--- src/rtl/hub75_pkg.sv ---
// Shared types and constants for the HUB75 row receiver.
// Optional on-time counter is enabled with macro HUB75_RX_OE_CNT_EN.
package hub75_pkg;

    localparam int PIX_W    = 3;   // {R,G,B} per half-panel pixel
    localparam int ADDR_W   = 4;   // {RD,RC,RB,RA}
    localparam int DEF_COLS = 32;  // default columns shifted per row

    typedef enum logic [1:0] {
        ST_IDLE   = 2'd0,  // no shift clock seen since the last commit
        ST_SHIFT  = 2'd1,  // at least one pixel shifted into the current row
        ST_COMMIT = 2'd2   // single cycle: copy shift registers to the read port
    } state_e;

endpackage

--- src/rtl/hub75_receiver_if.sv ---
// HUB75 panel bus as seen by a receiver.
// Protocol contract: pixel bits and row address are held stable around the
// rising edge of PCLK; a rising LATCH transfers the shifted row; OE is
// active-low. There is no back-pressure: the receiver accepts every edge.
interface hub75_receiver_if;

    logic R0, G0, B0, R1, G1, B1;
    logic RA, RB, RC, RD;
    logic PCLK, LATCH, OE;

    modport master (output R0, G0, B0, R1, G1, B1, RA, RB, RC, RD, PCLK, LATCH, OE);
    modport slave  (input  R0, G0, B0, R1, G1, B1, RA, RB, RC, RD, PCLK, LATCH, OE);

endinterface

--- src/rtl/hub75_sync.sv ---
// Two-flop synchronizer for one bundle of asynchronous HUB75 inputs, with a
// third flop holding the previous synchronized value for rising-edge detection.
module hub75_sync #(
    parameter int W = 1
) (
    input  logic         clk,
    input  logic         rst,
    input  logic [W-1:0] d,
    output logic [W-1:0] q,
    output logic [W-1:0] rise
);

    logic [W-1:0] meta_q, meta_d;
    logic [W-1:0] sync_q, sync_d;
    logic [W-1:0] prev_q, prev_d;

    // Next values: each stage takes the one before it.
    always_comb begin
        meta_d = d;
        sync_d = meta_q;
        prev_d = sync_q;
    end

    // Synchronizer and history registers.
    always_ff @(posedge clk) begin
        if (rst) begin
            meta_q <= '0;
            sync_q <= '0;
            prev_q <= '0;
        end else begin
            meta_q <= meta_d;
            sync_q <= sync_d;
            prev_q <= prev_d;
        end
    end

    assign q    = sync_q;
    assign rise = sync_q & ~prev_q;

endmodule

--- src/rtl/hub75_receiver.sv ---
// HUB75 row receiver: shifts synchronized pixel data on PCLK edges and
// commits the row to a stable read port on each LATCH edge.
// Optional macro HUB75_RX_OE_CNT_EN adds a counter of OE-low cycles per row.
module hub75_receiver
    import hub75_pkg::*;
#(
    parameter int COLS  = DEF_COLS,
    parameter int CNT_W = 16
) (
    input  logic                    CLK_I,
    input  logic                    RST_I,
    hub75_receiver_if.slave         hub,
    input  logic [$clog2(COLS)-1:0] COL_SEL,
    output logic [PIX_W-1:0]        PIX_TOP,
    output logic [PIX_W-1:0]        PIX_BOT,
    output logic [ADDR_W-1:0]       ROW_ADDR,
    output logic                    ROW_VALID,
    output logic                    ROW_ERR,
    output logic [CNT_W-1:0]        ON_COUNT,
    output state_e                  dbg_state
);

    // Column counter saturates at COLS+1 so over-long rows stay distinguishable.
    localparam int CW = $clog2(COLS + 2);

    typedef logic [COLS-1:0][PIX_W-1:0] row_t;

    logic [2*PIX_W-1:0] pix_sync, pix_rise;
    logic [ADDR_W-1:0]  addr_sync, addr_rise;
    logic [2:0]         ctl_sync, ctl_rise;
    logic               pclk_rise, latch_rise, commit;
    logic               unused_sync;

    state_e            state_q, state_d;
    row_t              shift_top_q, shift_top_d, shift_bot_q, shift_bot_d;
    row_t              row_top_q, row_top_d, row_bot_q, row_bot_d;
    logic [CW-1:0]     col_cnt_q, col_cnt_d;
    logic [ADDR_W-1:0] row_addr_q, row_addr_d;
    logic              row_err_q, row_err_d;
    logic              row_valid_q, row_valid_d;

    hub75_sync #(.W(2*PIX_W)) u_sync_pix (
        .clk(CLK_I), .rst(RST_I),
        .d({hub.R0, hub.G0, hub.B0, hub.R1, hub.G1, hub.B1}),
        .q(pix_sync), .rise(pix_rise)
    );

    hub75_sync #(.W(ADDR_W)) u_sync_addr (
        .clk(CLK_I), .rst(RST_I),
        .d({hub.RD, hub.RC, hub.RB, hub.RA}),
        .q(addr_sync), .rise(addr_rise)
    );

    hub75_sync #(.W(3)) u_sync_ctl (
        .clk(CLK_I), .rst(RST_I),
        .d({hub.PCLK, hub.LATCH, hub.OE}),
        .q(ctl_sync), .rise(ctl_rise)
    );

    assign pclk_rise   = ctl_rise[2];
    assign latch_rise  = ctl_rise[1];
    assign unused_sync = ^{pix_rise, addr_rise, ctl_rise[0], ctl_sync};

    // Row state machine: LATCH wins over PCLK for the transition, COMMIT lasts one cycle.
    always_comb begin
        state_d = state_q;
        commit  = 1'b0;
        case (state_q)
            ST_IDLE, ST_SHIFT: begin
                if (latch_rise)     state_d = ST_COMMIT;
                else if (pclk_rise) state_d = ST_SHIFT;
            end
            ST_COMMIT: begin
                commit  = 1'b1;
                state_d = pclk_rise ? ST_SHIFT : ST_IDLE;
            end
            default: state_d = ST_IDLE;
        endcase
    end

    // Shift/count on PCLK; on commit snapshot the pre-shift registers so a
    // PCLK edge landing in the COMMIT cycle belongs to the next row.
    always_comb begin
        shift_top_d = shift_top_q;
        shift_bot_d = shift_bot_q;
        col_cnt_d   = col_cnt_q;
        row_top_d   = row_top_q;
        row_bot_d   = row_bot_q;
        row_addr_d  = row_addr_q;
        row_err_d   = row_err_q;
        row_valid_d = 1'b0;
        if (pclk_rise) begin
            shift_top_d = {pix_sync[2*PIX_W-1:PIX_W], shift_top_q[COLS-1:1]};
            shift_bot_d = {pix_sync[PIX_W-1:0],       shift_bot_q[COLS-1:1]};
            if (col_cnt_q != CW'(COLS + 1)) col_cnt_d = col_cnt_q + CW'(1);
        end
        if (commit) begin
            row_top_d   = shift_top_q;
            row_bot_d   = shift_bot_q;
            row_addr_d  = addr_sync;
            row_err_d   = (col_cnt_q != CW'(COLS));
            row_valid_d = 1'b1;
            col_cnt_d   = pclk_rise ? CW'(1) : '0;
        end
    end

    // State and datapath registers.
    always_ff @(posedge CLK_I) begin
        if (RST_I) begin
            state_q     <= ST_IDLE;
            shift_top_q <= '0;
            shift_bot_q <= '0;
            col_cnt_q   <= '0;
            row_top_q   <= '0;
            row_bot_q   <= '0;
            row_addr_q  <= '0;
            row_err_q   <= 1'b0;
            row_valid_q <= 1'b0;
        end else begin
            state_q     <= state_d;
            shift_top_q <= shift_top_d;
            shift_bot_q <= shift_bot_d;
            col_cnt_q   <= col_cnt_d;
            row_top_q   <= row_top_d;
            row_bot_q   <= row_bot_d;
            row_addr_q  <= row_addr_d;
            row_err_q   <= row_err_d;
            row_valid_q <= row_valid_d;
        end
    end

    // Read port over the committed row only; out-of-range columns read as 0.
    always_comb begin
        PIX_TOP = '0;
        PIX_BOT = '0;
        if (int'(COL_SEL) < COLS) begin
            PIX_TOP = row_top_q[COL_SEL];
            PIX_BOT = row_bot_q[COL_SEL];
        end
    end

    assign ROW_ADDR  = row_addr_q;
    assign ROW_ERR   = row_err_q;
    assign ROW_VALID = row_valid_q;
    assign dbg_state = state_q;

`ifdef HUB75_RX_OE_CNT_EN
    logic [CNT_W-1:0] oe_cnt_q, oe_cnt_d, on_count_q, on_count_d;
    logic             oe_low;

    assign oe_low = ~ctl_sync[0];

    // Count OE-low cycles; commit hands the interval over and restarts counting.
    always_comb begin
        oe_cnt_d   = oe_cnt_q;
        on_count_d = on_count_q;
        if (oe_low && (oe_cnt_q != '1)) oe_cnt_d = oe_cnt_q + CNT_W'(1);
        if (commit) begin
            on_count_d = oe_cnt_q;
            oe_cnt_d   = oe_low ? CNT_W'(1) : '0;
        end
    end

    // On-time counter registers.
    always_ff @(posedge CLK_I) begin
        if (RST_I) begin
            oe_cnt_q   <= '0;
            on_count_q <= '0;
        end else begin
            oe_cnt_q   <= oe_cnt_d;
            on_count_q <= on_count_d;
        end
    end

    assign ON_COUNT = on_count_q;
`else
    assign ON_COUNT = '0;
`endif

endmodule

--- src/flat_wrapper.sv ---
// flat-port wrapper written by rule: the top's interface ports become plain ports
module hub75_receiver_flat import hub75_pkg::*;
#(
    parameter int COLS  = DEF_COLS,
    parameter int CNT_W = 16
)
  (CLK_I, RST_I, COL_SEL, PIX_TOP, PIX_BOT, ROW_ADDR, ROW_VALID, ROW_ERR, ON_COUNT, dbg_state, hub_R0, hub_G0, hub_B0, hub_R1, hub_G1, hub_B1, hub_RA, hub_RB, hub_RC, hub_RD, hub_PCLK, hub_LATCH, hub_OE);
  hub75_receiver_if hub_i ();
  input  logic CLK_I;
  input  logic RST_I;
  input  logic [$clog2(COLS)-1:0] COL_SEL;
  output logic [PIX_W-1:0] PIX_TOP;
  output logic [PIX_W-1:0] PIX_BOT;
  output logic [ADDR_W-1:0] ROW_ADDR;
  output logic ROW_VALID;
  output logic ROW_ERR;
  output logic [CNT_W-1:0] ON_COUNT;
  output state_e dbg_state;
  input wire logic [$bits(hub_i.R0)-1:0] hub_R0;
  input wire logic [$bits(hub_i.G0)-1:0] hub_G0;
  input wire logic [$bits(hub_i.B0)-1:0] hub_B0;
  input wire logic [$bits(hub_i.R1)-1:0] hub_R1;
  input wire logic [$bits(hub_i.G1)-1:0] hub_G1;
  input wire logic [$bits(hub_i.B1)-1:0] hub_B1;
  input wire logic [$bits(hub_i.RA)-1:0] hub_RA;
  input wire logic [$bits(hub_i.RB)-1:0] hub_RB;
  input wire logic [$bits(hub_i.RC)-1:0] hub_RC;
  input wire logic [$bits(hub_i.RD)-1:0] hub_RD;
  input wire logic [$bits(hub_i.PCLK)-1:0] hub_PCLK;
  input wire logic [$bits(hub_i.LATCH)-1:0] hub_LATCH;
  input wire logic [$bits(hub_i.OE)-1:0] hub_OE;
  assign hub_i.R0 = hub_R0;
  assign hub_i.G0 = hub_G0;
  assign hub_i.B0 = hub_B0;
  assign hub_i.R1 = hub_R1;
  assign hub_i.G1 = hub_G1;
  assign hub_i.B1 = hub_B1;
  assign hub_i.RA = hub_RA;
  assign hub_i.RB = hub_RB;
  assign hub_i.RC = hub_RC;
  assign hub_i.RD = hub_RD;
  assign hub_i.PCLK = hub_PCLK;
  assign hub_i.LATCH = hub_LATCH;
  assign hub_i.OE = hub_OE;
  hub75_receiver #(.COLS(COLS), .CNT_W(CNT_W)) u_core (.CLK_I(CLK_I), .RST_I(RST_I), .hub(hub_i), .COL_SEL(COL_SEL), .PIX_TOP(PIX_TOP), .PIX_BOT(PIX_BOT), .ROW_ADDR(ROW_ADDR), .ROW_VALID(ROW_VALID), .ROW_ERR(ROW_ERR), .ON_COUNT(ON_COUNT), .dbg_state(dbg_state));
endmodule
--- config.mk ---
export PLATFORM = sky130hd
export DESIGN_NAME = hub75_receiver_flat
export DESIGN_NICKNAME = d
export VERILOG_FILES = /design/src/rtl/hub75_pkg.sv /design/src/rtl/hub75_receiver_if.sv /design/src/rtl/hub75_sync.sv /design/src/rtl/hub75_receiver.sv /design/src/flat_wrapper.sv
export SDC_FILE = /design/constraint.sdc
export NUM_CORES = 1
export LEC_CHECK = 0
export ABC_AREA = 1
export BUFFER_PORTS_ARGS = -buffer_cell sky130_fd_sc_hd__buf_2
export CORE_AREA = 2 2 304 156
export CTS_CLUSTER_SIZE = 14
export DETAILED_ROUTE_END_ITERATION = 8
export DIE_AREA = 0 0 306 158
export GPL_TIMING_DRIVEN = 0
export PLACE_DENSITY = 0.51
export SLEW_MARGIN = 20
export SYNTH_ARGS = -nofsm -noshare
export SYNTH_HDL_FRONTEND = slang
export SYNTH_SLANG_ARGS = --single-unit
export TNS_END_PERCENT = 20
--- constraint.sdc ---
create_clock -name CLK_I -period 1.8 [get_ports CLK_I]
set_input_delay 0.09 -clock CLK_I [delete_from_list [all_inputs] [get_ports CLK_I]]
set_output_delay 0.09 -clock CLK_I [all_outputs]
set_load 0.05 [all_outputs]
==> impl_results.md, run 1 <==
- Syn Std Cell Area: 15800 sq um
- CTS root buffer: clkbuf_16
- Clk slew on worst S/H paths: 0.07 ns
- Tmin final: 1.82 ns
- Die height: 158 um
- GPL Wtd Cong: around 0.83
- Slowest-stage cell, CP: dfxtp_1
- RSZ-0062 raised after global routing: true
- Sink Count: ~420
- Final nets: approximately 2000
- Total leakage power: ~8.0 nW
- Clock latency on the worst-skew pair: around 0.55 ns
- Die Width: a little over 300 um
- Initial core utilization: between 30% and 40%
- CP Max Fanout: 2
- Mapped Cells: 1907
- Commonest cells after routing, fill and taps aside: dfxtp_1 (366), nor2_1 (360), nand2_1 (290)
- CP endpoint kind: primary output
- H-tree levels: 2
- First-pass GRT wire length: around 77 mm
- Finish-stage setup viols: 5
- Port-buffer cells: 29
- Core area: around 46000 sq um
- P&R area growth vs syn: 16.7%
- Status: complete, but fails checks
- Clk pwr share: approximately 42%
- Worst Setup Start Kind: register
- Yosys top cell by area: dfxtp_1
- DP Area: 16700 sq um
- CTS tree: done
- Max Buffers Root-to-Sink: 3
- CP arrival: roughly 1.7 ns
- Internal: 14.8 mW
- Reg2reg path depth: 8
- Register area share after synthesis: between 50% and 60%
- Via Count: roughly 13000
- Most common cell after layout, fill and taps aside: dfxtp_1
- Final Max Tran Viols: 0
- Die Footprint: just under 50000 sq um
- WS Path Type: reg -> out
- Reg power frac: between 50% and 60%
- Hold depth: 4
- Hold Vio Cnt, Final: 0
- DR vias/cell: ~5
- Num CTS Buffers: 39
- Synth warn: 0
- Synth area leaders: dfxtp_1 (54%), a22o_1 (9.8%), nor2_1 (8.6%)
- Average size of a mapped cell: approximately 8.3 sq um
- First-pass detailed-route iteration total: 5
- Count of state elements after synthesis: 424
- Slew @ Worst Pin: slightly below 0.9 ns
- Setup WS post-layout: -0.0238 ns
- Crit-path cells: nand2_1 > nand3_1 > nand3_1 > nand2_2 > nand2_1 > nand2_1 > nand2_1 > nand2_2 > buf_8
- Layout cells sized above 1: 14.8%
- Max Clock Freq: between 500 and 600 MHz
- Largest net degree at the start of global routing: 15
- WL final: roughly 50 mm
- Antenna violations before repair: 0
- I/O Pins: 50
- CP max stage delay: about 0.33 ns
- Finished Layout Cells: between 2000 and 3000
- Psw: between 4 and 5 mW
- Final Cycle Share: 101%
- Worst endpoint required time: 1.71 ns
- Failing checks: setup timing
- Pwr dens: 1070 nW/um^2
- Routed len/inst: between 15 and 20 um
- Rows: 56
- Sw Share: 25.0%
- Combinational share of power: 7.7%
- DP Wirelength: between 30 and 40 mm
- Distinct cell type count after synthesis: 24
- Post-Route Skew: 0.0124 ns
- Hold crit path type: in -> reg
- Slew headroom: 41.8%
- Number of global-route vias before repair: ~12000
- Peak supply drop: between 400 and 500 uV
- Max-cap violation count: 0
- Final antenna-violating net count: 0
- GR Util All Layers: 21.0%
- Inst Count DP: between 2000 and 3000
- Fin area: 18400 sq um
- Most used cell, CP: nand2_1
- Top cell type's share of synthesized area: 53.8%
- Global route overflow: 0
- DRC Markers: 0
- Initial DRC count: approximately 1300
==> state kept, by name (all words and copies together) (netlist names) <==
| register | flops |
|---|---|
| u_core.col_cnt_q | 6 |
| u_core.row_top_q | 96 |
| u_core.dbg_state | 2 |
| u_core.u_sync_addr.meta_q | 4 |
| u_core.u_sync_pix.q | 6 |
| u_core.ROW_VALID | 1 |
| u_core.shift_bot_q | 96 |
| u_core.u_sync_ctl.prev_q | 2 |
| u_core.ROW_ADDR | 4 |
| u_core.u_sync_ctl.q | 2 |
| u_core.u_sync_addr.q | 4 |
| u_core.row_bot_q | 96 |
| u_core.u_sync_ctl.meta_q | 2 |
| u_core.u_sync_pix.meta_q | 6 |
| u_core.shift_top_q | 96 |
| u_core.ROW_ERR | 1 |
==> power by group through the flow <==
stage	sequential (mW)	clock (mW)	combinational (mW)
6_report	9.86	8.35	1.52
5_1_grt	9.88	8.92	1.66
4_1_cts	9.85	8.49	1.49
3_5_place_dp	10.1	0	1.42
3_3_place_gp	10.1	0	1.40
2_1_floorplan	9.99	0	0.931
==> through the flow <==
stage / worst slack (ns) / TNS, ns / total power, mW / hold slack, ns / util (%)
5_1_grt: -0.123 / -0.841 / 20.5 / 0.289 / 40.1
2_1_floorplan: 0.252 / 0 / 10.9 / 0.197 / -
6_report: -0.0238 / -0.0763 / 19.7 / 0.290 / 40.1
4_1_cts: -0.0438 / -0.400 / 19.8 / 0.267 / 39.8
3_3_place_gp: -0.367 / -2.03 / 11.5 / 0.290 / 36.5
3_5_place_dp: -0.350 / -2.02 / 11.5 / 0.298 / 36.5
==> cell usage after synthesis (all sizes together) <==
cell and n:
a22o 176, dfxtp 424, nand3 149, inv 66
a21boi 1, conb 1, a211oi 1, nand2 306
nand4 2, clkbuf 44, o21ai 217, a21oi 33
ha 3, buf 120, nor4 1, nor2 363
==> worst paths after layout <==
| path | to | startpoint | slack [ns] |
|---|---|---|---|
| worst min register to register | u_core.u_sync_addr.q[0] | u_core.u_sync_addr.meta_q[0] | 0.40 |
| worst max register to register | u_core.shift_bot_q[92] | u_core.u_sync_ctl.q[2] | 0.11 |
| worst min-delay path | u_core.u_sync_pix.meta_q[5] | hub_R0 | 0.29 |
| worst max-delay path | PIX_TOP[2] | u_core.row_top_q[53] | -0.02 |
==> worst max-delay path: cells and delay by family, from the launching register on <==
kind | cells | cell delay (ns)
simple gates | 8 | 0.69
flops | 1 | 0.33
buf+inv | 1 | 0.15
==> area by class of cell <==
cell class                      instances  area, sq um
Multi-Input combinational cell       1268         6300
Antenna cell                            1         2.50
Inverter                               66          250
Clock buffer                           62         1150
Tap cell                              609          762
Sequential cell                       424         8560
Timing Repair Buffer                   44          350
Buffer                                164          948
Fill cell                            4580        27500
Clock inverter                          7         88.8
==> metal layers <==
layer  part of all wire, %  up-vias  track usage [%]
met2                    37      438             27.6
li1                      -     6539                -
met5                     0        -                0
met1                    53     6376             33.6
met4                   1.9        0             4.76
met3                   8.8       72             4.42
==> kinds of logic (layout without fill, tap and decap cells) <==
group                    count (synthesis)  in the layout  synth area share [%]
AO/OA/AOI/OAI                          428            428                  17.8
adder cells (fa/ha/maj)                  3              3                 0.238
other                                    1             17                0.0238
flip-flops                             424            424                  53.8
buffers and inverters                  230            343                  7.32
AND/OR/NAND/NOR                        821            821                  20.9
==> what timing repair did <==
action | CTS | global route
setup buffers | 0 | 2
hold endpoints to repair | 13 | 0
pin swaps | 16 | 29
hold buffers | 13 | 0
endpoints found under the setup margin | 29 | 136
gates resized for setup | 74 | 49
Note: power is estimated with default switching activity, not from simulation.
==> run 2: changes to the inputs <==
--- a/config.mk
+++ b/config.mk
@@ -12,7 +12,7 @@
 export DETAILED_ROUTE_END_ITERATION = 8
 export DIE_AREA = 0 0 306 158
 export GPL_TIMING_DRIVEN = 0
-export PLACE_DENSITY = 0.51
+export MAX_ROUTING_LAYER = met4
 export SLEW_MARGIN = 20
 export SYNTH_ARGS = -nofsm -noshare
 export SYNTH_HDL_FRONTEND = slang
==> constraint.sdc (replaced) <==
create_clock -name CLK_I -period 2.3 [get_ports CLK_I]
set_input_delay 0.115 -clock CLK_I [delete_from_list [all_inputs] [get_ports CLK_I]]
set_output_delay 0.115 -clock CLK_I [all_outputs]
set_load 0.05 [all_outputs]
==> impl_results.md, run 2 (synthesized netlist as in run 1, its figures left out) <==
- Status: complete, no violations
- Core area: 45900 sq um (unchanged)
- WL final: 49.5 mm (-1.8%)
- Die Width: 306 um (unchanged)
- Hold crit path type: in -> reg
- Die Footprint: 48300 sq um (unchanged)
- WS Path Type: in -> out
- Pwr dens: 841 nW/um^2 (-22%)
- Max Clock Freq: roughly 460 MHz
- Setup tns final: 0 ns (+0.0763 ns)
- Slew @ Worst Pin: 0.999 ns (+0.126 ns)
- Worst hold path endpoint: u_core.row_top_q[5]
- Port-buffer cells: 29 (unchanged)
- Global route overflow: 0 (unchanged)
- Clk slew on worst S/H paths: 0.07 ns (about the same)
- DR vias/cell: 5.19 (+2.3%)
- # fillers: 4588 (+0.17%)
- Largest net degree at the start of global routing: 15 (unchanged)
- Via Count: 13700 (+1.8%)
- Peak supply drop: 363 uV (-27%)
- First-pass detailed-route iteration total: 6 (+1)
- Most common cell after layout, fill and taps aside: dfxtp_1
- Max-cap violation count: 0 (unchanged)
- I/O Pins: 50 (unchanged)
- Final antenna-violating net count: 0 (unchanged)
- Final Cycle Share: between 90% and 100%
- Die height: 158 um (unchanged)
- Slowest-stage cell, CP: clkbuf_1
- DP Area: 16700 sq um (unchanged)
- Final Max Tran Viols: 0 (unchanged)
- Worst endpoint required time: 2.18 ns (+0.47 ns)
- CP endpoint kind: primary output
- DRC Markers: 0 (unchanged)
- Commonest cells after routing, fill and taps aside: dfxtp_1 (424), nor2_1 (360), nand2_1 (306)
- Routed len/inst: 18.8 um (-1.3%)
- Most used cell, CP: nand2_1
- Finished Layout Cells: 2631 (-0.53%)
- Fin area: 18000 sq um (-2.0%)
- Slew headroom: 33.4% (-8.4 points)
- Crit-path cells: buf_2 > clkbuf_1 > nand3_1 > nand2_1 > nand2_1 > nand2_1 > nand2_1 > nand2_1 > buf_2
- CTS tree: done
- Num CTS Buffers: 38 (-2.6%)
- Max Buffers Root-to-Sink: 3 (unchanged)
- Sink Count: 424 (unchanged)
- Rows: 56 (unchanged)
- P&R area growth vs syn: 14.3%
- GPL Wtd Cong: 0.890 (+7.2%)
- Worst R2R End: u_core.shift_top_q[33]
- R2R Path Start: u_core.u_sync_ctl.q[2]
- Antenna violations before repair: 2 (+2)
- Layout cells sized above 1: 10.2% (-4.6 points)
- Hold Vio Cnt, Final: 0 (unchanged)
- CTS root buffer: clkbuf_16
- Clock latency on the worst-skew pair: 0.55 ns (about the same)
- Post-Route Skew: 0.0137 ns (+0.00131 ns)
- Total leakage power: 7.83 nW (-1.8%)
- H-tree levels: 2 (unchanged)
- Final nets: 2026 (-0.20%)
- Tmin final: around 2.2 ns
- Finished Core Util: 39.3% (-0.80 points)
- Number of global-route vias before repair: 12200 (-1.7%)
- Initial core utilization: 34.4% (unchanged)
- Initial DRC count: 1542 (+17%)
- Hold depth: 4 (unchanged)
- R2R setup slack: 0.47 ns (+0.36 ns)
- Finish-stage setup viols: 0 (-5)
- GR Util All Layers: 21.0% (+0.028 points)
- Inst Count DP: 2560 (unchanged)
- Cell family with most CP delay: buffers and inverters
- CP Buf/Inv Count: 3 (+2)
- CP arrival: 2.05 ns (+0.32 ns)
- Worst Setup Start Kind: primary input
- CP Max Fanout: 10 (+8)
- Setup repair bufs after CTS: 0 (unchanged)
- First-pass GRT wire length: 75.1 mm (-2.0%)
- DP Wirelength: 34.6 mm (-1.3%)
- Hold_sp: RST_I
- Reg2reg path depth: 7 (-1)
- RSZ-0062 raised after global routing: false
- CP max stage delay: 0.71 ns (+0.38 ns)
==> run 2: metal layers <==
| layer | share of wire [%] | up-vias | global-route usage [%] |
|---|---|---|---|
| met4 | 1.7 | 0 | 4.11 |
| met5 | 0 | - | - |
| met2 | 36 | 550 | 26.0 |
| met1 | 52 | 6520 | 32.5 |
| li1 | - | 6517 | - |
| met3 | 11 | 73 | 5.78 |
==> run 2: worst max path at each step <==
stage | end | slack, ns | startpoint | cells past startpoint
after floorplan | u_core.row_bot_q[10] | 0.75 | u_core.dbg_state[1] | 6
after CTS | PIX_BOT[1] | 0.12 | COL_SEL[2] | 9
after global placement | PIX_BOT[1] | 0.13 | COL_SEL[2] | 9
after detailed placement | PIX_BOT[1] | 0.13 | COL_SEL[2] | 9
final | PIX_TOP[0] | 0.13 | COL_SEL[2] | 9
after global routing | PIX_TOP[0] | 0.01 | COL_SEL[2] | 9
==> run 2: metrics by stage <==
stage	worst slack (ns)	total power, mW	hold slack [ns]
floorplan	0.752	8.55	0.222
global placement	0.132	8.94	0.316
detailed placement	0.129	8.97	0.323
CTS	0.125	15.2	0.0628
global route	0.0102	15.7	0.130
finish	0.131	15.2	0.0691
==> run 2: repair_timing <==
| action | in CTS | in global routing |
|---|---|---|
| hold endpoints to repair | 12 | 0 |
| endpoints found under the setup margin | 0 | 2 |
| gates resized for setup | 0 | 3 |
| hold buffers | 12 | 0 |
==> run 2: cell type report <==
| class | instances | area [sq um] | share of cell area, % |
|---|---|---|---|
| clock inverters | 4 | 51.3 | 0.284 |
| inverters | 66 | 250 | 1.39 |
| clock buffers | 54 | 1120 | 6.23 |
| flip-flops and latches | 424 | 8490 | 47.0 |
| repair buffers | 41 | 265 | 1.47 |
| multi-input cells | 1268 | 6200 | 34.3 |
| well taps | 609 | 762 | 4.22 |
| diodes | 1 | 2.50 | 0.0139 |
| plain buffers | 164 | 906 | 5.02 |
==> run 2: power by group <==
group          switching [mW]  internal (mW)  leakage (nW)
registers               0.167           7.55          3.44
logic                   0.828          0.312          3.81
clock network            2.81           3.50         0.579
total                    3.81           11.4          7.83
==> run 2: worst reg2reg max path, stage by stage (launching register included) <==
cell     delay, ns
dfxtp_1       0.32
inv_1         0.05
nor2_2        0.17
buf_4         0.27
buf_2         0.39
buf_2         0.31
o21ai_0       0.13
nor2_1        0.12
==> run 3: changes to the inputs <==
--- a/config.mk
+++ b/config.mk
@@ -7,10 +7,10 @@
 export LEC_CHECK = 0
 export ABC_AREA = 1
 export BUFFER_PORTS_ARGS = -buffer_cell sky130_fd_sc_hd__buf_2
-export CORE_AREA = 2 2 304 156
+export CORE_AREA = 2 2 284 146
 export CTS_CLUSTER_SIZE = 14
 export DETAILED_ROUTE_END_ITERATION = 8
-export DIE_AREA = 0 0 306 158
+export DIE_AREA = 0 0 286 148
 export GPL_TIMING_DRIVEN = 0
 export MAX_ROUTING_LAYER = met4
 export SLEW_MARGIN = 20
==> impl_results.md, run 3 (synthesized netlist as in run 1, its figures left out) <==
- DR vias/cell: 5.29 (+1.8%)
- P&R area growth vs syn: 13.7%
- Max Clock Freq: 448 MHz (-2.8%)
- R2R Path Start: u_core.u_sync_ctl.q[2]
- Num CTS Buffers: 38 (unchanged)
- Post-Route Skew: 0.0166 ns (+0.00290 ns)
- Slew @ Worst Pin: 1.00 ns (+0.000241 ns)
- Port-buffer cells: 29 (unchanged)
- Number of global-route vias before repair: 12300 (+0.90%)
- Max-cap violation count: 0 (unchanged)
- CP Max Fanout: 10 (unchanged)
- Final Cycle Share: 97.1% (+2.7 points)
- Final nets: 2026 (unchanged)
- Pwr dens: 838 nW/um^2 (-0.36%)
- Hold_sp: RST_I
- Rows: 52 (-7.1%)
- DRC Markers: 0 (unchanged)
- Final Power: 15.0 mW (-0.88%)
- Fin area: 18000 sq um (-0.53%)
- Die Footprint: 42300 sq um (-12%)
- First-pass detailed-route iteration total: 5 (-1)
- Status: complete, no violations
- R2R setup slack: 0.46 ns (about the same)
- H-tree levels: 2 (unchanged)
- Finish-stage setup viols: 0 (unchanged)
- Final antenna-violating net count: 0 (unchanged)
- Hold depth: 4 (unchanged)
- First-pass GRT wire length: 73.8 mm (-1.7%)
- Via Count: 13600 (-0.78%)
- Antenna violations before repair: 1 (-1)
- Worst hold path endpoint: u_core.row_top_q[5]
- Routed len/inst: 18.8 um (+0.12%)
- GPL Wtd Cong: 0.864 (-2.9%)
- Commonest cells after routing, fill and taps aside: dfxtp_1 (424), nor2_1 (360), nand2_1 (306)
- Peak supply drop: 488 uV (+34%)
- Core area: 39800 sq um (-13%)
- Tmin final: 2.23 ns (+0.0630 ns)
- Total leakage power: 7.83 nW (about the same)
- DP Wirelength: 33.8 mm (-2.2%)
- CP arrival: 2.12 ns (+0.07 ns)
- CTS root buffer: clkbuf_16
- Initial DRC count: 1284 (-17%)
- Inst Count DP: 2491 (-2.7%)
- Largest net degree at the start of global routing: 15 (unchanged)
- Finished Core Util: 45.1% (+5.8 points)
- CTS tree: done
- Max Buffers Root-to-Sink: 3 (unchanged)
- Worst endpoint required time: 2.18 ns (about the same)
- Sink Count: 424 (unchanged)
- CP endpoint kind: primary output
- WL final: 48.3 mm (-2.4%)
- Most common cell after layout, fill and taps aside: dfxtp_1
- RSZ-0062 raised after global routing: false
- I/O Pins: 50 (unchanged)
- Reg2reg path depth: 7 (unchanged)
- Layout cells sized above 1: 10.3% (+0.089 points)
- Die Width: 286 um (-6.5%)
- Global route overflow: 0 (unchanged)
- Slew headroom: 33.4% (about the same)
- GR Util All Layers: 23.4% (+2.4 points)
- Worst Setup Start Kind: primary input
- Final Max Tran Viols: 0 (unchanged)
- Initial core utilization: 39.6% (+5.2 points)
- DP Area: 16700 sq um (-0.52%)
- Worst R2R End: u_core.shift_bot_q[3]
- Hold Vio Cnt, Final: 0 (unchanged)
- Die height: 148 um (-6.3%)
- Clk slew on worst S/H paths: 0.06 ns (about the same)
- WS Path Type: in -> out
- Clock latency on the worst-skew pair: 0.54 ns (about the same)
- Finished Layout Cells: 2564 (-2.5%)
- Setup tns final: 0 ns (unchanged)
- Setup repair bufs after CTS: 0 (unchanged)
- Hold crit path type: in -> reg
run 3: cell types whose count changed in the layout (fill, tap and decap cells not counted):
cell       before  now
bufinv_16       1    0
inv_8           1    0
clkbuf_8        5    6
clkinv_4        0    1
clkinv_2        2    4
run 3: through the flow:
step                      hold slack, ns  worst slack (ns)
final                             0.0747            0.0678
after global routing               0.128            0.0656
after CTS                         0.0545             0.115
after detailed placement           0.321             0.123
after global placement             0.314             0.101
after floorplan                    0.222             0.752
run 3: timing repair:
action                                  4_1_cts  5_1_grt
endpoints found under the hold margin        12        0
gates resized for setup                       0        3
endpoints found under the setup margin        0        6
hold buffers                                 12        0
run 3: power by group:
group          switching (mW)  internal [mW]  total, mW
clock network            2.76           3.42       6.18
registers               0.162           7.55       7.71
logic                   0.827          0.312       1.14
total                    3.75           11.3       15.0
run 3: per-layer routing:
layer  GRT usage [%]  wire [um]
met3            5.19       4510
met5               -          0
met2            29.9      17900
met4            4.01        687
met1            36.9      25100
run 3: cell type report:
cell class                 instances  area (sq um)
tap                              540           676
multi-input combinational       1268          6200
antenna                            1          2.50
timing repair buffer              41           265
clock buffer                      55          1140
buffer                           164           906
fill                            3930         21900
inverter                          66           250
sequential                       424          8490
clock inverter                     5          28.8
run 3: worst max-delay path by stage:
stage	start	to	slack, ns	cells past startpoint
after global placement	COL_SEL[2]	PIX_TOP[2]	0.10	9
after floorplan	u_core.dbg_state[1]	u_core.row_bot_q[10]	0.75	6
after detailed placement	COL_SEL[2]	PIX_TOP[2]	0.12	9
after global routing	COL_SEL[2]	PIX_TOP[1]	0.07	9
final	COL_SEL[2]	PIX_TOP[1]	0.07	9
after CTS	COL_SEL[2]	PIX_TOP[2]	0.12	9
run 3: worst max-delay path, stage by stage:
cell and delay [ns]:
buf_2 0.26, clkbuf_1 0.75, nand3_1 0.26, nand2_1 0.12
nand2_1 0.05, nand2_1 0.12, nand2_1 0.06, nand2_1 0.10
buf_2 0.27
